`src/rtl/pc_fetch.sv`:
```
// Instruction-fetch front end: owns the PC, addresses the instruction ROM and
// registers the returned word into the IF/ID pipeline register.
module pc_fetch #(
  parameter logic [31:0] RESET_PC = 32'h0000_0000
) (
  input  logic        clk,
  input  logic        rst_n,
  input  logic        stall,
  input  logic        redirect_valid,
  input  logic [31:0] redirect_pc,
  output logic [15:0] inst_addr,
  input  logic [31:0] inst,
  output logic        if_valid,
  output logic [31:0] if_pc,
  output logic [31:0] if_pc4,
  output logic [31:0] if_inst,
  output logic [31:0] fetch_cnt
);

  typedef enum logic {
    S_EMPTY = 1'b0,
    S_FULL  = 1'b1
  } fetch_state_e;

  fetch_state_e r_state;
  fetch_state_e w_state_nxt;
  logic         w_advance;
  logic [31:0]  w_pc_plus4;

  logic [31:0]  r_pc;
  logic [31:0]  r_if_pc;
  logic [31:0]  r_if_pc4;
  logic [31:0]  r_if_inst;
  logic [31:0]  r_fetch_cnt;

  // Wraps modulo 2^32, so 32'hFFFF_FFFC advances to zero.
  assign w_pc_plus4 = r_pc + 32'd4;

  // Redirect outranks stall; a redirected edge never delivers an instruction.
  always_comb begin
    // NOTE: every output of this block is defaulted first so no path leaves a
    // signal unassigned, which would otherwise infer a latch.
    w_state_nxt = r_state;
    w_advance   = 1'b0;
    if (redirect_valid) begin
      w_state_nxt = S_EMPTY;
    end else if (!stall) begin
      w_state_nxt = S_FULL;
      w_advance   = 1'b1;
    end
  end

  always_ff @(posedge clk) begin
    // NOTE: non-blocking assignments so every register samples the values from
    // before this edge, independent of statement order.
    if (!rst_n) begin
      r_state     <= S_EMPTY;
      r_pc        <= {RESET_PC[31:2], 2'b00};
      r_if_pc     <= '0;
      r_if_pc4    <= '0;
      r_if_inst   <= '0;
      r_fetch_cnt <= '0;
    end else begin
      r_state <= w_state_nxt;
      if (redirect_valid) begin
        r_pc <= {redirect_pc[31:2], 2'b00};
      end else if (w_advance) begin
        r_pc        <= w_pc_plus4;
        r_if_pc     <= r_pc;
        r_if_pc4    <= w_pc_plus4;
        r_if_inst   <= inst;
        r_fetch_cnt <= r_fetch_cnt + 32'd1;
      end
    end
  end

  // ROM address comes straight from the PC register, never from stall/redirect.
  assign inst_addr = r_pc[17:2];
  assign if_valid  = (r_state == S_FULL);
  assign if_pc     = r_if_pc;
  assign if_pc4    = r_if_pc4;
  assign if_inst   = r_if_inst;
  assign fetch_cnt = r_fetch_cnt;

endmodule

```
`config.mk`:
```
export PLATFORM = sky130hd
export DESIGN_NAME = pc_fetch
export DESIGN_NICKNAME = d
export VERILOG_FILES = /design/src/rtl/pc_fetch.sv
export SDC_FILE = /design/constraint.sdc
export NUM_CORES = 1
export LEC_CHECK = 0
export BUFFER_PORTS_ARGS = -buffer_cell sky130_fd_sc_hd__buf_2
export CORE_MARGIN = 3
export CORE_UTILIZATION = 42
export CTS_BUF_LIST = sky130_fd_sc_hd__clkbuf_8
export DETAILED_ROUTE_END_ITERATION = 10
export GPL_TIMING_DRIVEN = 0
export PLACE_DENSITY = 0.71
export SYNTH_ARGS = -nofsm -noshare
export SYNTH_HDL_FRONTEND = slang
export SYNTH_SLANG_ARGS = --single-unit
export TNS_END_PERCENT = 20
```
`constraint.sdc`:
```
create_clock -name clk -period 2.45 [get_ports clk]
set_clock_uncertainty 0.05 [all_clocks]
set_input_delay 0.49 -clock clk [delete_from_list [all_inputs] [get_ports clk]]
set_output_delay 0.49 -clock clk [all_outputs]
set_load 0.02 [all_outputs]
```
==> flow_summary.json <==
{
  "clock-sinks": 155,
  "hp-start": "inst[27]",
  "numPortBuffers": 206,
  "power.density_nw_per_um2": 606,
  "die-area_um2": 18100,
  "hpwl_um": 16100,
  "drt-met1-wl_um": 9460,
  "status": "finished, violations left",
  "insertion_delay_ns": 0.45,
  "fin_nets": 1163,
  "synth_edf_count": 0,
  "grtUsageTotal_pct": 23.9,
  "synth_simple_gate_area_share_pct": 24.1,
  "pin_count": 213,
  "nFillCells": 1605,
  "drt_iter0_markers": 629,
  "grt_pass1_vias": 6482,
  "routed_wl_um": 22000,
  "multi_input_area_um2": 3430,
  "hold_viol_final": 0,
  "die_w_um": 135,
  "slowest_delay_ns": 0.74,
  "rsz0062_at_grt": "yes",
  "grt_pass1_wl_um": 34500,
  "numCtsBuffers": 17,
  "synth_compound_area_share_pct": 18.5,
  "setup_tns_ns": -0.0689,
  "violations": "setup timing",
  "ir_worst_vdd_v": 0.000407,
  "clock-root-buffer": "clkbuf_8",
  "drv_cap": 0,
  "initial_core_util_pct": 43.4,
  "synth_top_family_by_area": "simple AND/OR/NAND/NOR gates",
  "design.core.area_um2": 16000,
  "worst_pin_slew_ns": 0.691,
  "synth-async-reset-ratio_pct": 0,
  "antenna_found_initial": 1,
  "cts_tree": "yes",
  "slew_violations": 0,
  "post-route-period-util_pct": 103,
  "cts.htree.levels": 4,
  "worstPathArrival_ns": 2.86,
  "reg2reg_depth": 5,
  "drive_gt1_share_pct": 27.1,
  "top_layer_used": "met5",
  "area.sequential_um2": 3110,
  "rows": 46,
  "min_period_ns": 2.52,
  "synth-xor-area-share_pct": 4.80,
  "p_leak_nw": 3.50,
  "ys.warnings.count": 0,
  "fp.dieH_um": 135,
  "crit_type": "flip-flop to flip-flop",
  "ys_seq_area_share_pct": 44.7,
  "synthMuxAreaShare_pct": 0.433,
  "wl_met3_um": 1940,
  "antenna_cells": 0,
  "required_ns": 2.79,
  "synth.avg_cell_area_um2": 8.04,
  "yosysMostFrequentCell": "dfxtp_1",
  "ys.flop_type": "dfxtp_1",
  "max_freq_mhz": 397,
  "worst_setup_path_start_kind": "flip-flop",
  "yosysTopAreaCellShare_pct": 44.7,
  "synth_area_leaders": "dfxtp_1 (45%), nand2_1 (8.3%), a21oi_1 (7.1%), o21ai_0 (4.8%), xnor2_1 (3.3%)",
  "synth.distinct_cells": 43,
  "slew_headroom_pct": 54.0,
  "fin_ws_ns": -0.0689,
  "reg2reg_to": "r_pc[19]$_SDFFE_PN0P_",
  "drtAntennaViolNets": 0,
  "synth-adder-area-share_pct": 0.361,
  "r2r-start": "r_pc[5]$_SDFFE_PN0P_",
  "crit_slowest_cell": "or4_4",
  "wl_per_cell_um": 16.7,
  "grt_max_degree": 17,
  "holdWs_ns": 0.212,
  "wl_met2_um": 10100,
  "whs_path_depth": 3,
  "min_path_type": "input port to flip-flop",
  "r2r_slack_ns": -0.07,
  "grt_overflow_total": 0,
  "placedCellCount": 1288,
  "finalNonFillerCells": 1321,
  "synthCells": 863,
  "yosysTopAreaCell": "dfxtp_1",
  "dr.pass1.iters": 7,
  "hold_path_end": "if_inst[27]$_SDFFE_PN0P_",
  "vias": 7189,
  "endpoint_kind": "flip-flop",
  "crit_fanout": 9,
  "routabilityCongestion": 0.920,
  "syn_area_um2": 6940,
  "synth_top_cells_by_count": "dfxtp_1 (155), nand2_1 (154), a21oi_1 (99)",
  "drc": 0,
  "final_util_pct": 54.6,
  "area_growth_pct": 25.9,
  "clkTransAtPathRegs_ns": 0.09,
  "worstPathCellList": "buf_2 > nand4_1 > or4_4 > or4_1 > a31oi_1",
  "cts_max_path_buffers": 2,
  "vias_per_cell": 5.44,
  "synth-seq-cells": 155,
  "power.total_mw": 5.30,
  "setup_violations": 1
}
## metal layers
metal | vias to the layer above | GRT usage (%)
met5 | - | 0
met4 | 2 | 8.82
met3 | 43 | 7.45
met2 | 295 | 37.7
met1 | 3326 | 30.9
li1 | 3523 | -
## flip-flops by register name (all words and copies together) (netlist names)
signal	cells
if_valid	1
if_pc4	30
if_pc	30
fetch_cnt	32
if_inst	32
r_pc	30
## layout make-up
class	count	share of cell area, %
buffer	91	5.21
clock buffer	19	2.99
clock inverter	12	1.40
inverter	8	0.344
multi-input combinational	610	39.2
sequential	155	35.6
tap	216	3.09
timing repair buffer	210	12.1
## kinds of logic (layout without fill, tap and decap cells)
family                     Yosys count  in the layout
and+or+nand+nor                    335            335
AOI/OAI and AO/OA                  228            228
DFF                                155            155
adders and majority gates            2              2
muxes                                3              3
other                                1              4
xor gates and xnor gates            38             38
buffers and inverters              101            340
## worst max-delay path, delay by kind of cell (launching register included)
kind / cells / cell delay (ns)
AND/OR/NAND/NOR: 3 / 1.65
buffers and inverters: 1 / 0.22
AO/OA/AOI/OAI: 1 / 0.16
flip-flops: 1 / 0.38
## per-stage QoR
stage          area [um2]  setup WS, ns
2_1_floorplan        6950         0.140
3_3_place_gp         8250        -0.342
3_5_place_dp         8250        -0.431
4_1_cts              8660      0.000762
5_1_grt              8740        -0.107
6_report             8740       -0.0689
## report_power, final
group	internal (mW)	total, mW	switching, mW
combinational	0.244	0.677	0.434
sequential	2.63	2.72	0.0899
clock	0.946	1.91	0.961
## worst max-delay path by stage
stage,end,cells past startpoint,slack [ns],start
after floorplan,fetch_cnt[30]$_SDFFE_PN0P_,5,0.14,fetch_cnt[0]$_SDFFE_PN0P_
after global placement,if_inst[24]$_SDFFE_PN0P_,8,-0.34,stall
after detailed placement,fetch_cnt[28]$_SDFFE_PN0P_,7,-0.43,stall
after CTS,r_pc[22]$_SDFFE_PN0P_,6,0.0008,r_pc[2]$_SDFFE_PN0P_
after global routing,if_inst[22]$_SDFFE_PN0P_,8,-0.11,stall
final,r_pc[19]$_SDFFE_PN0P_,5,-0.07,r_pc[5]$_SDFFE_PN0P_
## placed cells by master (no fill, tap or decap), types with 5 or more instances in the layout
cell type and count:
a211oi_1 8, a21oi_1 99, a311oi_1 7, a31oi_1 22, and3_1 5, and4_1 10, buf_2 214, buf_4 26
clkbuf_1 52, clkbuf_8 19, dfxtp_1 149, dfxtp_2 6, inv_1 9, nand2_1 154, nand3_1 19, nand4_1 21
nor2_1 34, nor3_1 16, nor4_1 10, o21ai_0 67, o31ai_1 16, o31ai_2 5, or3_1 24, or4_1 25
xnor2_1 26, xor2_1 12
## timing repair
item | 4_1_cts | 5_1_grt
buffers inserted | 0 | 4
pin swaps | 1 | 2
gates resized for setup | 8 | 18
hold buffers | 0 | 0
endpoints found under the setup margin | 19 | 59
(Power assumes the default switching activity.)
